[src/rtl/issue_pkg.sv]
// Shared definitions for the issue stage: queue-entry layout, decoded-field types and scoreboard sizing.
package issue_pkg;

  localparam int NUM_REGS     = 32;
  localparam int REG_W        = 5;
  localparam int PC_W         = 32;
  localparam int IMM_W        = 32;
  localparam int DATA_W       = 32;
  localparam int OPRT_W       = 4;
  localparam int OPND_W       = 2;
  localparam int FUNC_W       = 2;
  localparam int ENTRY_USED_W = 121;

  localparam int ENT_TAKEN  = 0;
  localparam int ENT_NXT_PC = 1;
  localparam int ENT_CUR_PC = 33;
  localparam int ENT_RD_WEN = 65;
  localparam int ENT_RD     = 66;
  localparam int ENT_RS2    = 71;
  localparam int ENT_RS1    = 76;
  localparam int ENT_IMM    = 81;
  localparam int ENT_OPRT   = 113;
  localparam int ENT_OPND   = 117;
  localparam int ENT_FUNC   = 119;

  typedef enum logic [1:0] {
    FUNC_ALU = 2'd0, FUNC_BRU = 2'd1, FUNC_LSU = 2'd2, FUNC_CSR = 2'd3
  } func_e;

  typedef enum logic [1:0] {
    OPND_REG_REG = 2'd0, OPND_REG_IMM = 2'd1, OPND_PC_IMM = 2'd2, OPND_NONE = 2'd3
  } opnd_e;

  typedef enum logic [3:0] {
    OPRT_ADD = 4'd0, OPRT_SUB = 4'd1, OPRT_AND = 4'd2, OPRT_OR  = 4'd3,
    OPRT_XOR = 4'd4, OPRT_SLL = 4'd5, OPRT_SRL = 4'd6, OPRT_SRA = 4'd7
  } oprt_e;

  typedef enum logic {EX_EMPTY = 1'b0, EX_FULL = 1'b1} ex_state_e;

  typedef struct packed {
    logic [FUNC_W-1:0] func;
    logic [OPND_W-1:0] opnd;
    logic [OPRT_W-1:0] oprt;
    logic [IMM_W-1:0]  imm;
    logic [REG_W-1:0]  rs1;
    logic [REG_W-1:0]  rs2;
    logic [REG_W-1:0]  rd;
    logic              rd_wen;
    logic [PC_W-1:0]   cur_pc;
    logic [PC_W-1:0]   nxt_pc;
    logic              taken;
  } issue_entry_t;

  typedef struct packed {
    logic [FUNC_W-1:0] func;
    logic [OPND_W-1:0] opnd;
    logic [OPRT_W-1:0] oprt;
    logic [IMM_W-1:0]  imm;
    logic [REG_W-1:0]  rd;
    logic              rd_wen;
    logic [PC_W-1:0]   cur_pc;
    logic [PC_W-1:0]   nxt_pc;
    logic              taken;
    logic [DATA_W-1:0] rs1_data;
    logic [DATA_W-1:0] rs2_data;
  } ex_op_t;

  function automatic issue_entry_t decode_entry(input logic [ENTRY_USED_W-1:0] raw);
    issue_entry_t e;
    e.taken  = raw[ENT_TAKEN];
    e.nxt_pc = raw[ENT_NXT_PC +: PC_W];
    e.cur_pc = raw[ENT_CUR_PC +: PC_W];
    e.rd_wen = raw[ENT_RD_WEN];
    e.rd     = raw[ENT_RD +: REG_W];
    e.rs2    = raw[ENT_RS2 +: REG_W];
    e.rs1    = raw[ENT_RS1 +: REG_W];
    e.imm    = raw[ENT_IMM +: IMM_W];
    e.oprt   = raw[ENT_OPRT +: OPRT_W];
    e.opnd   = raw[ENT_OPND +: OPND_W];
    e.func   = raw[ENT_FUNC +: FUNC_W];
    return e;
  endfunction

endpackage

[src/rtl/issue_stage_scoreboard.sv]
// Busy-bit scoreboard: one pending-write bit per architectural register, x0 never busy.
module issue_scoreboard
  import issue_pkg::*;
(
  input  logic             clk,
  input  logic             rst_n,
  input  logic             set_en,
  input  logic [REG_W-1:0] set_idx,
  input  logic             wb_clr_en,
  input  logic [REG_W-1:0] wb_clr_idx,
  input  logic             flush_clr_en,
  input  logic [REG_W-1:0] flush_clr_idx,
  input  logic [REG_W-1:0] look1_idx,
  input  logic [REG_W-1:0] look2_idx,
  input  logic [REG_W-1:0] look3_idx,
  output logic             look1_busy,
  output logic             look2_busy,
  output logic             look3_busy
);

  localparam logic [NUM_REGS-1:0] BIT0  = {{(NUM_REGS-1){1'b0}}, 1'b1};
  localparam logic [NUM_REGS-1:0] ZEROS = {NUM_REGS{1'b0}};

  logic [NUM_REGS-1:0] busy_q, busy_d, set_mask_s, clr_mask_s;

  // Clears apply before the set so a same-cycle set on the same index wins.
  always_comb begin
    set_mask_s = set_en ? (BIT0 << set_idx) : ZEROS;
    clr_mask_s = (wb_clr_en ? (BIT0 << wb_clr_idx) : ZEROS)
               | (flush_clr_en ? (BIT0 << flush_clr_idx) : ZEROS);
    busy_d     = ((busy_q & ~clr_mask_s) | set_mask_s) & ~BIT0;
  end

  // Busy vector register.
  always_ff @(posedge clk or negedge rst_n) begin
    if (!rst_n) begin
      busy_q <= ZEROS;
    end else begin
      busy_q <= busy_d;
    end
  end

  assign look1_busy = busy_q[look1_idx];
  assign look2_busy = busy_q[look2_idx];
  assign look3_busy = busy_q[look3_idx];

endmodule

[src/rtl/issue_stage.sv]
// In-order issue stage: scoreboard hazard check, operand read and a one-deep output register to execute.
// Define ISSUE_WB_BYPASS_EN to forward same-cycle writeback data into a popping micro-op.
module issue_stage
  import issue_pkg::*;
#(
  parameter int ISSUE_Q_WIDTH   = 123,
  parameter int DATA_WIDTH      = 32,
  parameter int ADDR_WIDTH      = 32,
  parameter int RD_WIDTH        = 5,
  parameter int STALL_CNT_WIDTH = 16
) (
  input  logic                       CLK,
  input  logic                       RSTN,
  input  logic                       issue_q_rok,
  input  logic [ISSUE_Q_WIDTH-1:0]   issue_q_rdata,
  output logic                       issue_q_ren,
  input  logic                       bpu_flush,
  output logic [RD_WIDTH-1:0]        rf_raddr1,
  output logic [RD_WIDTH-1:0]        rf_raddr2,
  input  logic [DATA_WIDTH-1:0]      rf_rdata1,
  input  logic [DATA_WIDTH-1:0]      rf_rdata2,
  input  logic                       wb_valid,
  input  logic [RD_WIDTH-1:0]        wb_rd,
  input  logic [DATA_WIDTH-1:0]      wb_data,
  input  logic                       ex_ready,
  output logic                       ex_valid,
  output logic [1:0]                 ex_func,
  output logic [1:0]                 ex_opnd,
  output logic [3:0]                 ex_oprt,
  output logic [31:0]                ex_imm,
  output logic [RD_WIDTH-1:0]        ex_rd,
  output logic                       ex_rd_wen,
  output logic [ADDR_WIDTH-1:0]      ex_cur_pc,
  output logic [ADDR_WIDTH-1:0]      ex_nxt_pc,
  output logic                       ex_taken,
  output logic [DATA_WIDTH-1:0]      ex_rs1_data,
  output logic [DATA_WIDTH-1:0]      ex_rs2_data,
  output logic [STALL_CNT_WIDTH-1:0] stall_cnt
);

  localparam logic [STALL_CNT_WIDTH-1:0] STALL_MAX = {STALL_CNT_WIDTH{1'b1}};
  localparam logic [STALL_CNT_WIDTH-1:0] STALL_ONE = {{(STALL_CNT_WIDTH-1){1'b0}}, 1'b1};

  issue_entry_t                head_s;
  ex_state_e                   state_q, state_d;
  ex_op_t                      op_q, op_d;
  logic [STALL_CNT_WIDTH-1:0]  stall_q, stall_d;
  logic rs1_busy_raw_s, rs2_busy_raw_s, rd_busy_s;
  logic fwd1_s, fwd2_s, hazard_s, pop_s, sb_set_s, sb_flush_clr_s;
  logic unused_s;

  assign head_s    = decode_entry(issue_q_rdata[ENTRY_USED_W-1:0]);
  assign rf_raddr1 = head_s.rs1;
  assign rf_raddr2 = head_s.rs2;

`ifdef ISSUE_WB_BYPASS_EN
  assign fwd1_s   = wb_valid & (wb_rd == head_s.rs1) & (head_s.rs1 != 5'd0);
  assign fwd2_s   = wb_valid & (wb_rd == head_s.rs2) & (head_s.rs2 != 5'd0);
  assign unused_s = ^issue_q_rdata[ISSUE_Q_WIDTH-1:ENTRY_USED_W];
`else
  assign fwd1_s   = 1'b0;
  assign fwd2_s   = 1'b0;
  assign unused_s = ^{issue_q_rdata[ISSUE_Q_WIDTH-1:ENTRY_USED_W], wb_data};
`endif

  assign hazard_s = (rs1_busy_raw_s & ~fwd1_s) | (rs2_busy_raw_s & ~fwd2_s)
                  | (head_s.rd_wen & rd_busy_s);
  assign ex_valid = (state_q == EX_FULL);
  // RSTN gates the pop so the queue is never drained while the stage is held in reset.
  assign pop_s    = RSTN & issue_q_rok & ~hazard_s & (~ex_valid | ex_ready) & ~bpu_flush;
  assign issue_q_ren = pop_s;

  assign sb_set_s       = pop_s & head_s.rd_wen & (head_s.rd != 5'd0);
  assign sb_flush_clr_s = bpu_flush & ex_valid & ~ex_ready & op_q.rd_wen;

  issue_scoreboard u_scoreboard (
    .clk           (CLK),
    .rst_n         (RSTN),
    .set_en        (sb_set_s),
    .set_idx       (head_s.rd),
    .wb_clr_en     (wb_valid),
    .wb_clr_idx    (wb_rd),
    .flush_clr_en  (sb_flush_clr_s),
    .flush_clr_idx (op_q.rd),
    .look1_idx     (head_s.rs1),
    .look2_idx     (head_s.rs2),
    .look3_idx     (head_s.rd),
    .look1_busy    (rs1_busy_raw_s),
    .look2_busy    (rs2_busy_raw_s),
    .look3_busy    (rd_busy_s)
  );

  // Output-register occupancy: flush dominates, a pop keeps it full, an accept alone empties it.
  always_comb begin
    state_d = state_q;
    case (state_q)
      EX_EMPTY: state_d = pop_s ? EX_FULL : EX_EMPTY;
      EX_FULL: begin
        if (bpu_flush) begin
          state_d = EX_EMPTY;
        end else if (pop_s) begin
          state_d = EX_FULL;
        end else if (ex_ready) begin
          state_d = EX_EMPTY;
        end else begin
          state_d = EX_FULL;
        end
      end
      default: state_d = EX_EMPTY;
    endcase
  end

  // Payload and saturating stall counter next values.
  always_comb begin
    op_d = op_q;
    if (pop_s) begin
      op_d.func     = head_s.func;
      op_d.opnd     = head_s.opnd;
      op_d.oprt     = head_s.oprt;
      op_d.imm      = head_s.imm;
      op_d.rd       = head_s.rd;
      op_d.rd_wen   = head_s.rd_wen;
      op_d.cur_pc   = head_s.cur_pc;
      op_d.nxt_pc   = head_s.nxt_pc;
      op_d.taken    = head_s.taken;
      op_d.rs1_data = fwd1_s ? wb_data : rf_rdata1;
      op_d.rs2_data = fwd2_s ? wb_data : rf_rdata2;
    end else begin
      op_d = op_q;
    end
    if (issue_q_rok && hazard_s && !bpu_flush && (stall_q != STALL_MAX)) begin
      stall_d = stall_q + STALL_ONE;
    end else begin
      stall_d = stall_q;
    end
  end

  // State, payload and counter registers.
  always_ff @(posedge CLK or negedge RSTN) begin
    if (!RSTN) begin
      state_q <= EX_EMPTY;
      op_q    <= '0;
      stall_q <= {STALL_CNT_WIDTH{1'b0}};
    end else begin
      state_q <= state_d;
      op_q    <= op_d;
      stall_q <= stall_d;
    end
  end

  assign ex_func     = op_q.func;
  assign ex_opnd     = op_q.opnd;
  assign ex_oprt     = op_q.oprt;
  assign ex_imm      = op_q.imm;
  assign ex_rd       = op_q.rd;
  assign ex_rd_wen   = op_q.rd_wen;
  assign ex_cur_pc   = op_q.cur_pc;
  assign ex_nxt_pc   = op_q.nxt_pc;
  assign ex_taken    = op_q.taken;
  assign ex_rs1_data = op_q.rs1_data;
  assign ex_rs2_data = op_q.rs2_data;
  assign stall_cnt   = stall_q;

endmodule

[config.mk]
export PLATFORM = sky130hd
export DESIGN_NAME = issue_stage
export DESIGN_NICKNAME = d
export VERILOG_FILES = /design/src/rtl/issue_pkg.sv /design/src/rtl/issue_stage_scoreboard.sv /design/src/rtl/issue_stage.sv
export SDC_FILE = /design/constraint.sdc
export NUM_CORES = 1
export LEC_CHECK = 0
export CAP_MARGIN = 15
export CORE_AREA = 2 2 167 169
export CTS_CLUSTER_SIZE = 30
export DETAILED_ROUTE_END_ITERATION = 8
export DIE_AREA = 0 0 169 171
export GPL_TIMING_DRIVEN = 0
export PLACE_DENSITY = 0.83
export REMOVE_ABC_BUFFERS = 1
export SLEW_MARGIN = 20
export SYNTH_ARGS = -nofsm -noshare
export SYNTH_HDL_FRONTEND = slang
export SYNTH_SLANG_ARGS = --single-unit
[constraint.sdc]
create_clock -name CLK -period 4.6 [get_ports CLK]
set_input_delay 0.92 -clock CLK [delete_from_list [all_inputs] [get_ports CLK]]
set_output_delay 0.92 -clock CLK [all_outputs]
set_load 0.03 [all_outputs]
==> flow_metrics.py <==
metrics = {
    "run_status": {
        "status": "finished clean",
    },
    "cells_and_area": {
        "nets": 1319,
        "regArea_um2": 5580,
        "drive_above_1_share": 0.238,
        "multi_input_area_um2": 4340,
        "fin_util": 0.567,
        "syn2layout_area_growth_pct": 50.9,
        "n_fill_cell": 2205,
        "diodes": 0,
        "final_area_um2": 15500,
    },
    "setup_path": {
        "critPathKind": "input pin to output port",
        "critPathTopFamily": "buffers and inverters",
        "r2r-start": "u_scoreboard.busy_q[7]$_DFF_PN0_",
        "slowest_delay_ns": 0.52,
        "crit_fanout": 32,
        "rrSetupSlack_ns": 1.22,
        "r2r-end": "ex_rs2_data[14]$_DFFE_PN0P_",
        "crit_path_top_delay_cell": "mux4_2",
        "r2r_cells": 12,
        "crit_buf_inv": 4,
        "cp.arrival_ns": 3.34,
        "worstPathCellList": "clkdlybuf4s15_2, mux4_2, mux2_2, nand3b_1, nand4_1, o21bai_1, a31oi_4, nand4_4, buf_12, inv_1, clkbuf_2",
        "start_kind": "input pin",
        "cp-end-kind": "output port",
        "cp_data_required_time_ns": 3.68,
    },
    "synth": {
        "synth_top_area_share": 0.544,
        "synthCells": 701,
        "syn-mean-instance-area_um2": 14.6,
        "yosysTopAreaCell": "dfrtp_1",
        "yosysMostFrequentCell": "dfrtp_1",
        "synth_area_um2": 10300,
        "ys_ff_latch": 223,
        "ys_warn_count": 0,
        "yosys-top-cells-count": "dfrtp_1, mux2_4, mux2_2, o221ai_1, o31ai_1",
        "synthArstFlopShare": 1.00,
        "ys_types": 46,
        "seq_area_frac_synth": 0.544,
        "synth_area_leaders": "dfrtp_1, mux2_4, mux2_2",
        "synth_edf_count": 0,
        "synth_flop_cell": "dfrtp_1",
    },
    "clocking": {
        "cts-root-buf": "clkbuf_16",
        "cts.path.max_buffers": 3,
        "cts_made_buffers": 27,
        "holdBufCountCts": 0,
        "htree_levels": 1,
        "cts.clk_slew.worst_paths_ns": 0.05,
        "cts_tree": "done",
        "clkSinkCount": 223,
        "clkLatencyLatePin_ns": 0.54,
    },
    "sta": {
        "final.min_clock_period_ns": 4.26,
        "finalSetupViolations": 0,
        "hold_viol": 0,
        "rsz0062_at_grt": "no",
        "worst_slew_pin_slew_ns": 0.772,
        "setup_slack_ns": 0.339,
        "fin_worst_skew_ns": 0.00826,
        "clock.fmax_mhz": 235,
        "finalSetupTns_ns": 0,
        "fin_crit_sh": 0.926,
        "slew_viol_final": 0,
        "slew_headroom": 0.483,
    },
    "route": {
        "via_count": 7575,
        "first_iter_violations": 450,
        "routed_wl_um": 31700,
        "ant_nets": 0,
        "firstDrtPassIters": 5,
        "drc_errors": 0,
        "detail_route.wl_per_cell_um": 21.8,
        "via_per_inst": 5.21,
    },
    "placed_design": {
        "port_buffers": 398,
        "dp_hpwl_um": 23100,
        "gp_congestion": 0.902,
        "dpl_worst_slack_ns": -1.50,
        "place_area_um2": 14500,
    },
    "power_and_ir_drop": {
        "powerDensity_nw_per_um2": 543,
        "total_power_w": 0.00840,
        "p_leak_nw": 6.78,
        "irDropWorstVdd_mv": 0.510,
    },
    "flow_run": {
        "drv_cap": 0,
    },
    "floorplan": {
        "die_w_um": 169,
        "dieHeight_um": 171,
        "core_area_um2": 27300,
        "num_io_pins": 433,
        "num_rows": 61,
        "initial_core_util": 0.375,
        "die_area_um2": 28900,
    },
    "grt": {
        "grt_max_degree": 96,
        "grt_first_pass_wirelength_um": 47900,
        "grt_pass1_vias": 8131,
        "antenna_found_initial": 0,
        "track_usage": 0.212,
        "globalRoute.totalOverflow": 0,
    },
    "worst_hold_path": {
        "hold_path.class": "input pin to asynchronous set/reset pin",
    },
}
worst max path at each step:
stage / startpoint / to / slack [ns] / cells after the start
3_5_place_dp: issue_q_rdata[67] / issue_q_ren / -1.50 / 11
2_1_floorplan: issue_q_rdata[66] / issue_q_ren / -2.26 / 7
3_3_place_gp: RSTN / issue_q_ren / -15.25 / 4
5_1_grt: issue_q_rdata[67] / issue_q_ren / 0.16 / 11
6_report: issue_q_rdata[76] / issue_q_ren / 0.34 / 11
4_1_cts: issue_q_rdata[71] / issue_q_ren / 0.15 / 9
worst register-to-register path: cells and delay by family, from the launching register on:
kind	cells	cell delay, ns
buf+inv	4	0.87
mux	2	0.84
compound gates	3	0.69
flops	1	0.44
simple gates	3	0.42
cell type report:
| cell class | count | share of cell area |
|---|---|---|
| repair buffers | 409 | 0.271 |
| clock buffers | 42 | 0.0524 |
| flip-flops and latches | 223 | 0.360 |
| multi-input cells | 424 | 0.280 |
| clock inverters | 6 | 0.00703 |
| inverters | 3 | 0.000727 |
| well taps | 346 | 0.0280 |
cell usage in the layout, fill, tap and decap left out, types with 3 or more instances in the layout:
cell type	count
a21oi_1	7
nand4_1	5
nand2_1	24
or3b_2	3
mux4_2	14
mux2_2	83
xnor2_1	3
or4_1	3
clkbuf_8	8
mux2i_1	18
and3_1	3
o221ai_1	31
nor2_1	7
inv_1	3
a22oi_1	4
buf_4	4
clkbuf_1	7
o31ai_1	31
clkbuf_16	27
dfrtp_1	223
xor2_1	11
mux2_4	98
clkdlybuf4s50_1	387
buf_12	6
nor2b_1	9
nand2b_1	7
nand3_1	18
nor3_1	12
bufinv_16	3
nor4_1	3
nand3b_1	8
buf_16	3
registers in the layout, indices dropped and copies added (netlist names), 2 cells and up:
name                 cells
ex_cur_pc               32
ex_imm                  32
ex_nxt_pc               32
ex_rs1_data             32
ex_rs2_data             32
u_scoreboard.busy_q     31
stall_cnt               16
ex_rd                    5
ex_oprt                  4
ex_func                  2
ex_opnd                  2
per-stage QoR:
step | hold slack [ns] | std cells
after floorplan | 0.544 | 649
after global placement | 0.472 | 1393
after detailed placement | 0.485 | 1402
after CTS | 0.302 | 1453
after global routing | 0.313 | 1453
final | 0.292 | 1453
logic make-up after synthesis:
group                      count (synthesis)  share of synthesized area
muxes                                    213                      0.283
DFF                                      223                      0.544
adders and majority gates                  1                    0.00122
and+or+nand+nor                          112                     0.0612
buffers and inverters                     55                     0.0348
AOI/OAI and AO/OA                         83                     0.0640
xor gates and xnor gates                  14                     0.0120
routing by layer:
metal,GRT usage,part of all wire,up-vias
met5,0,0,-
met4,0.0598,0.026,0
met3,0.0851,0.10,60
met2,0.362,0.50,349
met1,0.249,0.37,3786
li1,-,-,3380
report_power, final:
| group | switching, W | leakage (nW) | internal [W] |
|---|---|---|---|
| Sequential | 0.000356 | 2.77 | 0.00250 |
| Combinational | 0.00174 | 3.56 | 0.00162 |
| Clock | 0.000828 | 0.453 | 0.00137 |
what timing repair did:
| action | CTS | global route |
|---|---|---|
| gates resized for setup | 27 | 3 |
| pin swaps | 1 | 0 |
| buffers inserted | 2 | 0 |
| cloned | 1 | 0 |
| setup endpoints to repair | 33 | 1 |
Power figures use the tool's default switching activity.
